==> config.mk <==
export PLATFORM = sky130hd
export DESIGN_NAME = pedestrian_signal
export DESIGN_NICKNAME = d
export VERILOG_FILES = /design/src/rtl/pedestrian_signal.sv
export SDC_FILE = /design/constraint.sdc
export NUM_CORES = 1
export LEC_CHECK = 0
export ABC_AREA = 0
export CORE_AREA = 8 8 63 78
export DETAILED_ROUTE_END_ITERATION = 16
export DIE_AREA = 0 0 71 86
export HOLD_SLACK_MARGIN = 0.15
export PLACE_DENSITY = 0.6
export SLEW_MARGIN = 40
export SYNTH_ARGS = -nofsm -noshare
export SYNTH_HDL_FRONTEND = slang
export SYNTH_SLANG_ARGS = --single-unit
==> constraint.sdc <==
create_clock -name clock -period 1.5 [get_ports clock]
set_input_delay 0.3 -clock clock [delete_from_list [all_inputs] [get_ports clock]]
set_output_delay 0.3 -clock clock [all_outputs]
set_load 0.02 [all_outputs]
==> src/rtl/pedestrian_signal.sv <==
// rtl/pedestrian_signal.sv - pedestrian crossing controller slaved to the traffic-light lamps
// Debounced push-button request, walk granted only at a clean red rise, then a flashing clearance phase.
module pedestrian_signal #(
  parameter int DEBOUNCE_CYCLES = 4,
  parameter int WALK_CYCLES     = 120,
  parameter int FLASH_CYCLES    = 60,
  parameter int FLASH_HALF      = 5
) (
  input  logic       clock,
  input  logic       rst,
  input  logic       green,
  input  logic       yellow,
  input  logic       red,
  input  logic       button,
  output logic       walk,
  output logic       dont_walk,
  output logic       request_pending,
  output logic [7:0] countdown
);

  localparam int DW = $clog2(DEBOUNCE_CYCLES + 1);
  localparam int WW = $clog2(WALK_CYCLES + 1);
  localparam int PW = $clog2(FLASH_HALF + 1);

  typedef enum logic [1:0] {IDLE, WALK, FLASH} state_t;

  state_t          state, state_next;
  logic            sync1, b_s;
  logic [DW-1:0]   deb_cnt;
  logic            press;
  logic            red_q;
  logic            valid, red_rise, serve, lamp_ok;
  logic [WW-1:0]   walk_cnt;
  logic [7:0]      flash_cnt;
  logic [PW-1:0]   phase_cnt;
  logic            flash_on;

  // odd number of lamps lit, but not all three, means exactly one
  assign valid    = (green ^ yellow ^ red) & ~(green & yellow & red);
  assign red_rise = red & ~red_q & valid;
  assign lamp_ok  = red & valid;
  assign press    = b_s && (deb_cnt == DW'(DEBOUNCE_CYCLES - 1));
  assign serve    = (state == IDLE) && red_rise && request_pending;

  always_ff @(posedge clock) begin
    if (rst) begin
      sync1           <= 1'b0;
      b_s             <= 1'b0;
      deb_cnt         <= '0;
      red_q           <= 1'b1;
      request_pending <= 1'b0;
    end else begin
      sync1 <= button;
      b_s   <= sync1;
      red_q <= red;
      if (!b_s)
        deb_cnt <= '0;
      else if (deb_cnt != DW'(DEBOUNCE_CYCLES))
        deb_cnt <= deb_cnt + 1'b1;
      if (serve)
        request_pending <= 1'b0;
      else if (press)
        request_pending <= 1'b1;
    end
  end

  // state register plus the per-phase timers, which restart whenever their phase is not active
  always_ff @(posedge clock) begin
    if (rst) begin
      state     <= IDLE;
      walk_cnt  <= '0;
      flash_cnt <= 8'(FLASH_CYCLES);
      phase_cnt <= '0;
      flash_on  <= 1'b1;
    end else begin
      state <= state_next;
      if (state == WALK)
        walk_cnt <= walk_cnt + 1'b1;
      else
        walk_cnt <= '0;
      if (state == FLASH) begin
        flash_cnt <= flash_cnt - 8'd1;
        if (phase_cnt == PW'(FLASH_HALF - 1)) begin
          phase_cnt <= '0;
          flash_on  <= ~flash_on;
        end else begin
          phase_cnt <= phase_cnt + 1'b1;
        end
      end else begin
        flash_cnt <= 8'(FLASH_CYCLES);
        phase_cnt <= '0;
        flash_on  <= 1'b1;
      end
    end
  end

  always_comb begin
    state_next = state;
    case (state)
      IDLE:  if (serve) state_next = WALK;
      WALK: begin
        if (!lamp_ok)
          state_next = IDLE;
        else if (walk_cnt == WW'(WALK_CYCLES - 1))
          state_next = FLASH;
      end
      FLASH: begin
        if (!lamp_ok || flash_cnt == 8'd1)
          state_next = IDLE;
      end
      default: state_next = IDLE;
    endcase
  end

  always_comb begin
    walk      = 1'b0;
    dont_walk = 1'b1;
    countdown = 8'd0;
    case (state)
      WALK: begin
        walk      = 1'b1;
        dont_walk = 1'b0;
      end
      FLASH: begin
        dont_walk = flash_on;
        countdown = flash_cnt;
      end
      default: ;
    endcase
  end

endmodule

# Word-level counts from Yosys, hierarchy flattened
# Cells that the tools add are included.
# Widths: inputs -> output; s select.
dict set report totals {
  ff_bits 28
  output_inout_bits 11
  wordCells 58
  in_bits 6
}
dict set report classes {
  mux 8
  add_sub_neg 4
  n_eq_ne 10
  bitwise_logic 14
  reduce_logical 12
}
# operator n
set ops {}
lappend ops {{$eq 8x1->1 const B} 1}
lappend ops {{$mux 2} 4}
lappend ops {{$mux 8} 1}
lappend ops {{$reduce_or 2->1} 4}
lappend ops {{$sub 8x1->8 const B} 1}
lappend ops {{$add 7x1->7 const B} 1}
lappend ops {{$eq 7x7->1 const B} 1}
lappend ops {{$add 3x1->3 const B} 2}
lappend ops {{$and 1x1->1} 6}
lappend ops {{$not 1->1} 6}
lappend ops {{$pmux 2 s3} 1}
lappend ops {{$eq 3x2->1 const B} 1}
lappend ops {{$eq 3x3->1 const B} 1}
lappend ops {{$logic_and 1x1->1} 3}
lappend ops {{$ne 3x2->1 const B} 1}
lappend ops {{$ne 3x3->1 const B} 1}
lappend ops {{$reduce_and 3->1} 1}
lappend ops {{$reduce_or 3->1} 1}
lappend ops {{$eq 2x1->1 const B} 1}
lappend ops {{$eq 2x2->1 const B} 1}
lappend ops {{$logic_not 2->1} 1}
lappend ops {{$ne 2x1->1 const B} 1}
lappend ops {{$ne 2x2->1 const B} 1}
lappend ops {{$pmux 1 s2} 1}
lappend ops {{other kinds (4)} 5}

# Longest topological paths before layout
# Gate-level depths: netlist of the first run.
dict set report depth {
  ltp_word 9
  ltp_mapped 5
}

# Least setup slack after synthesis of the first run
# No wires, ideal clock.
dict set report synth_path {
  kind {register to register}
  start {reg request_pending}
  end {reg request_pending}
  stages_incl_launch_ff 4
  slack_ns 0.019
  arrival_time_ns 1.354
  path_buffers 0
  t_required_ns 1.373
  period_less_slack_ns 1.481
  path_cell_list {dfxtp_1 or4b_2 nor4b_1 nor3_1}
}
dict set report synth_via {
  elab_chain_cells 2
}
# item line_no
set synth_rtl {}
lappend synth_rtl {{start: declaration} 17} ;# output logic request_pending,
lappend synth_rtl {{start signal: assignment} 51} ;# request_pending <= 1'b0;
lappend synth_rtl {{start signal: assignment} 61} ;# request_pending <= 1'b0;
lappend synth_rtl {{start signal: assignment} 63} ;# request_pending <= 1'b1;
lappend synth_rtl {{$logic_and 1x1->1} 43} ;# assign serve = (state == IDLE) && red_rise && request_pending;
lappend synth_rtl {{$reduce_or 2->1 (no source line)} --}
# No other way between the ends.
# A chain may end at the register's enable or synchronous reset.

# Final worst setup path of the first run
dict set report layout_path {
  start {reg flash_cnt[5]}
  end {reg state[1]}
}
dict set report layout_via {
  elab_chain_cells 4
}
# item line_no
set layout_rtl {}
lappend layout_rtl {{start: declaration} 34} ;# logic [7:0] flash_cnt;
lappend layout_rtl {{start signal: assignment} 72} ;# flash_cnt <= 8'(FLASH_CYCLES);
lappend layout_rtl {{start signal: assignment} 82} ;# flash_cnt <= flash_cnt - 8'd1;
lappend layout_rtl {{start signal: assignment} 90} ;# flash_cnt <= 8'(FLASH_CYCLES);
lappend layout_rtl {{$eq 8x1->1} 108} ;# if (!lamp_ok || flash_cnt == 8'd1)
lappend layout_rtl {{$logic_or 1x1->1} 108}
lappend layout_rtl {{$ne 2x1->1 (no source line)} --}
lappend layout_rtl {{$reduce_and 3->1 (no source line)} --}
lappend layout_rtl {{end signal: assignment} 76} ;# state <= state_next;
lappend layout_rtl {{end: declaration} 27} ;# state_t state, state_next;
# No other way between the ends.

==> results.py, run 1 <==
metrics = {
    "clock_network": {
        "cts.sinks": 28,
        "htree_levels": 1,
        "cts_hold_buffers": 0,
        "cts_root_buf": "clkbuf_8",
        "clkSlewWorstSetupHoldPaths_ps": 90,
        "clk_path_buf_depth": 2,
        "clock_latency_ps": 270,
        "cts_tree": "built",
        "numCtsBuffers": 3,
    },
    "cells_and_area": {
        "final_layout_size_suffix_gt1_frac": 0.279,
        "areaGrowthSynthToFinish_pct": 33.4,
        "diodes": 0,
        "finish.instance_area_sq_um": 1640,
        "mostFrequentLayoutCell": "dfxtp_1",
        "final_cell_mix": "23 x dfxtp_1, 14 x buf_4, 12 x inv_1",
        "fin_nets": 181,
    },
    "synthesis": {
        "yosysUniqueCellTypes": 29,
        "synth-seq-cells": 28,
        "synthesis.instances": 134,
        "synth_top_area_cell": "dfxtp_1",
        "yosysSeqAreaShare": 0.455,
        "yosysWarnings": 0,
        "synth_area_per_cell_sq_um": 9.19,
        "netlist_top_cells_area": "dfxtp_1 46%, ha_1 9.1%, a21oi_1 3.7%, inv_1 3.7%, and2_1 3.6%",
        "synth_nets": 149,
        "synth_area_sq_um": 1230,
        "synth_top_area_frac": 0.455,
    },
    "pwr": {
        "switchingPower_mw": 0.237,
        "vdd_drop_max_uv": 480,
        "seqPwrFrac": 0.602,
        "combPwrFrac": 0.030,
        "swShare": 0.191,
        "p_clk_frac": 0.368,
        "p_per_area_nw_per_um2": 755,
        "p_leak_nw": 0.645,
        "p_int_mw": 1.00,
    },
    "route": {
        "num_vias": 999,
        "route.detailed.drc": 0,
        "dr.pass1.iters": 4,
        "viasPerCell": 4.87,
        "wl_um": 2340,
        "post_drt_wl_per_cell_um": 11.4,
        "drt_iter0_drc": 36,
        "ant_nets": 0,
    },
    "global_routing": {
        "track_usage": 0.0821,
        "grt_antenna_before_repair": 0,
        "grt_max_degree": 16,
        "grt_pass1_wl_um": 4080,
        "grt_pass1_vias": 1007,
        "grt_remaining_overflow": 0,
    },
    "die": {
        "start_util": 0.334,
        "die_w_um": 71,
        "io_pins": 17,
        "fp.dieH_um": 86,
        "die_area_sq_um": 6110,
        "core-area_sq_um": 3690,
        "num_rows": 25,
    },
    "timing": {
        "fin_ws_ps": 11.5,
        "min_period_over_period": 0.992,
        "finalMaxSlewViolations": 0,
        "hold_violations": 0,
        "setup_viol": 0,
        "worstMarginPinSlew_ps": 277,
        "rsz0062_at_grt": "true",
        "skew_ps": 1.70,
        "finalCriticalPeriod_ps": 1490,
        "slew_headroom": 0.816,
        "clock.fmax_ghz": 0.672,
    },
    "setup_path": {
        "end_kind": "flop",
        "required_ps": 1670,
        "cp-start-kind": "flop",
        "cp.arrival_ps": 1660,
        "cp_max_fo": 5,
        "worstSetupPathType": "flop to flop",
    },
    "placement": {
        "gp_congestion": 0.722,
        "place_ws_ps": -244,
        "hpwl_um": 1830,
        "numPortBuffers": 16,
        "dpl_cell_area_sq_um": 1500,
    },
    "flow_run": {
        "maxCapViolations": 0,
    },
    "run_status": {
        "status": "completed",
    },
    "worst_hold_path": {
        "min_path_type": "flop to flop",
    },
}
==> cell type report <==
| cell class | instances | area [sq um] |
|---|---|---|
| clock buffer | 4 | 55.1 |
| fill | 367 | 2050 |
| inverter | 12 | 45.0 |
| multi-input combinational | 92 | 664 |
| sequential | 28 | 569 |
| tap | 40 | 50.0 |
| timing repair buffer | 29 | 259 |
==> kinds of logic after synthesis <==
| family | share of synthesized area |
|---|---|
| and+or+nand+nor | 0.272 |
| DFF | 0.455 |
| AOI/OAI and AO/OA | 0.0884 |
| buffers and inverters | 0.0427 |
| adders and majority gates | 0.0915 |
| xor gates and xnor gates | 0.0498 |
==> synthesized netlist by cell type (all sizes together) <==
cell	count
and3	2
nand3b	1
or4	2
o31ai	1
nor4b	3
a21boi	1
nor2	9
o41a	1
xnor2	5
nand3	6
or4b	1
nor3	1
xor2	2
nor2b	5
nand2	7
ha	9
dfxtp	28
o21ai	6
nor3b	2
o21a	1
or3	6
inv	12
and2	8
a21oi	9
nand2b	3
or2	1
clkbuf	2
==> layer usage <==
metal | wire [um] | global-route usage | part of all wire
met4 | 56 | 0.0512 | 0.024
met1 | 953 | 0.0804 | 0.41
met5 | 0 | 0 | 0
met3 | 95 | 0.0198 | 0.041
met2 | 1240 | 0.150 | 0.53
==> worst max-delay path, stage by stage (launching register included) <==
cell,delay (ps)
dfxtp_2,330
or4_4,560
o41a_1,320
o21a_1,180
==> repair_timing <==
| item | CTS | global route |
|---|---|---|
| pin swaps | 1 | 5 |
| setup buffers | 1 | 3 |
| setup endpoints to repair | 13 | 14 |
| gates resized for setup | 54 | 21 |
==> final timing paths <==
kind / from / end / slack (ps) / cells after the start
setup reg to reg: flash_cnt[5] / state[1] / 10 / 3
hold / removal: sync1 / b_s / 460 / 1
setup / recovery: flash_cnt[5] / state[1] / 10 / 3
hold reg to reg: sync1 / b_s / 460 / 1
==> power groups by stage <==
stage	clock network [mW]	logic (mW)	registers [mW]
floorplan	0	0.0143	0.766
global placement	0	0.0313	0.766
detailed placement	0	0.0317	0.767
CTS	0.482	0.0334	0.749
global route	0.515	0.0399	0.748
finish	0.456	0.0376	0.747
==> state kept, by name (all words and copies together) (netlist names) <==
signal,cells
sync1,1
state,2
b_s,1
flash_cnt,8
red_q,1
deb_cnt,3
request_pending,1
phase_cnt,3
walk_cnt,7
flash_on,1
==> per-stage QoR <==
stage | setup TNS [ps] | total power [mW] | hold slack, ps | std cells | util
final | 0 | 1.24 | 455 | 205 | 0.445
after floorplan | 0 | 0.780 | 407 | 134 | -
after CTS | -214 | 1.26 | 457 | 202 | 0.419
after global placement | -1910 | 0.798 | 432 | 197 | 0.407
after global routing | -216 | 1.30 | 473 | 205 | 0.445
after detailed placement | -2260 | 0.798 | 436 | 197 | 0.407
(Power assumes the default switching activity.)
==> inputs of run 2 (changes only) <==
--- a/config.mk
+++ b/config.mk
@@ -10,7 +10,7 @@
 export DETAILED_ROUTE_END_ITERATION = 16
 export DIE_AREA = 0 0 71 86
 export HOLD_SLACK_MARGIN = 0.15
-export PLACE_DENSITY = 0.6
+export PLACE_DENSITY_LB_ADDON = 0.08
 export SLEW_MARGIN = 40
 export SYNTH_ARGS = -nofsm -noshare
 export SYNTH_HDL_FRONTEND = slang
==> run 2 against run 1 <==
The flow now finishes with violations (setup timing). First-iteration DRC count is 33% higher. Setup slack worse by 27 ps. Hold slack hardly changed. Final cell count is 0.98% higher. Critical path depth did not move. Routed wire length down 0.30%. Power about the same. Die area did not move. Non-clock buffer count rose by 1. Clock skew increased by 1.3 ps. Largest cell class unchanged. Sequential cell count is the same. Core utilization decreased by 0.47 points.
==> results.py, run 2 (synthesis gave the netlist of run 1 again) <==
metrics = {
    "run_status": {
        "status": "finished with violations",
        "violations": "setup timing",
    },
    "timing": {
        "fin_ws_ps": -15.7,
        "finalCriticalPeriod_ps": 1520,
        "hold_violations": 0,
        "min_period_over_period": 1.01,
        "clock.fmax_ghz": 0.660,
        "slew_headroom": 0.819,
        "skew_ps": 2.99,
        "setup_viol": 1,
        "rsz0062_at_grt": "true",
        "tns_ps": -15.7,
        "worstMarginPinSlew_ps": 271,
        "finalMaxSlewViolations": 0,
    },
    "die": {
        "io_pins": 17,
        "fp.dieH_um": 86,
        "num_rows": 25,
        "core-area_sq_um": 3690,
        "die_w_um": 71,
        "start_util": 0.334,
        "die_area_sq_um": 6110,
    },
    "placement": {
        "place_ws_ps": -216,
        "numPortBuffers": 16,
        "dp.cells": 199,
        "hpwl_um": 1800,
        "gp_congestion": 0.739,
    },
    "global_routing": {
        "grt_pass1_wl_um": 4040,
        "grt_pass1_vias": 936,
        "grt_antenna_before_repair": 0,
        "grt_remaining_overflow": 0,
        "track_usage": 0.0809,
        "grt_max_degree": 16,
    },
    "pwr": {
        "power_mw": 1.24,
        "vdd_drop_max_uv": 362,
        "p_per_area_nw_per_um2": 763,
        "p_leak_nw": 0.647,
    },
    "route": {
        "dr.pass1.iters": 4,
        "wl_um": 2330,
        "route.detailed.drc": 0,
        "ant_nets": 0,
        "viasPerCell": 4.71,
        "post_drt_wl_per_cell_um": 11.3,
        "drt_iter0_drc": 48,
        "num_vias": 975,
    },
    "setup_path": {
        "cp-start-kind": "flop",
        "slowest_delay_ps": 560,
        "end_kind": "flop",
        "cp_max_fo": 4,
        "r2r_cells": 3,
        "cp.arrival_ps": 1690,
        "critPathSlowestCell": "or4_4",
        "crit_path_start": "flash_cnt[4]",
        "timing.rr.start": "flash_cnt[4]",
        "reg2reg_to": "state[1]",
        "worstSetupPathType": "flop to flop",
        "crit_chain": "or4_4, o41a_1, o21a_1",
        "rrSetupSlack_ps": -20,
        "endpoint": "state[1]",
        "required_ps": 1670,
    },
    "cells_and_area": {
        "largest_register_ffs": 8,
        "reg_top3": "flash_cnt: 8 flops, walk_cnt: 7 flops",
        "fin_cells": 207,
        "areaGrowthSynthToFinish_pct": 32.0,
        "final_layout_size_suffix_gt1_frac": 0.275,
        "mostFrequentLayoutCell": "dfxtp_1",
        "utilization": 0.440,
        "diodes": 0,
        "final_cell_mix": "25 x dfxtp_1, 17 x buf_4, 12 x inv_1",
        "fin_nets": 183,
        "max_flop_register": "flash_cnt",
    },
    "clock_network": {
        "clkSlewWorstSetupHoldPaths_ps": 90,
        "clock_latency_ps": 270,
        "clk_path_buf_depth": 2,
        "numCtsBuffers": 3,
        "cts_tree": "built",
        "cts.sinks": 28,
        "cts_root_buf": "clkbuf_8",
        "htree_levels": 1,
    },
    "worst_hold_path": {
        "min_path_type": "flop to flop",
        "whs_path_depth": 1,
    },
    "flow_run": {
        "maxCapViolations": 0,
    },
}
## run 2: changes by cell type in the layout (fill, tap and decap cells not counted), moves of 2 or more
cell | before | now
buf_2 | 1 | 6
a21oi_1 | 8 | 6
and2_4 | 2 | 0
o21ai_1 | 0 | 2
dfxtp_2 | 4 | 1
o21ai_0 | 6 | 4
dfxtp_1 | 23 | 25
and2_1 | 5 | 7
buf_4 | 14 | 17
buf_6 | 8 | 1
## run 2: per-stage QoR
stage	cell area (sq um)	hold WS, ps
2_1_floorplan	1230	407
3_3_place_gp	1520	428
3_5_place_dp	1520	437
4_1_cts	1550	460
5_1_grt	1630	480
6_report	1630	455
## run 2: cell type report
class / count / area [sq um]
fill: 390 / 2070
clock buffer: 4 / 55.1
multi-input combinational: 93 / 678
sequential: 28 / 569
timing repair buffer: 30 / 228
tap: 40 / 50.0
inverter: 12 / 45.0
## run 2: power breakdown
group	internal (mW)	switching, mW
clock	0.235	0.226
sequential	0.744	0.00178
combinational	0.0225	0.0120
total	1.00	0.240
## run 2: routing by layer
layer	track usage	vias to the layer above	wire length [um]
li1	-	515	-
met1	0.0906	434	1090
met2	0.129	21	1050
met3	0.0327	5	157
met4	0.0398	0	36
met5	0	-	0
## run 2: worst min-delay path by stage
| stage | start | endpoint | slack, ps |
|---|---|---|---|
| finish | sync1 | b_s | 460 |
| global route | sync1 | b_s | 480 |
| CTS | walk_cnt[0] | walk_cnt[0] | 460 |
| detailed placement | sync1 | b_s | 440 |
| global placement | sync1 | b_s | 430 |
| floorplan | red | red_q | 410 |
## run 2: what timing repair did
| item | CTS | global route |
|---|---|---|
| resized for setup | 47 | 17 |
| pin swaps | 1 | 2 |
| setup buffers | 2 | 2 |
| hold buffers | 0 | 0 |
| gates cloned | 0 | 1 |
| endpoints found under the setup margin | 13 | 14 |
## run 2: worst max-delay path, delay by kind of cell, from the launching register on
family | cells | cell delay (ps)
simple gates | 1 | 560
compound gates | 2 | 520
flops | 1 | 340
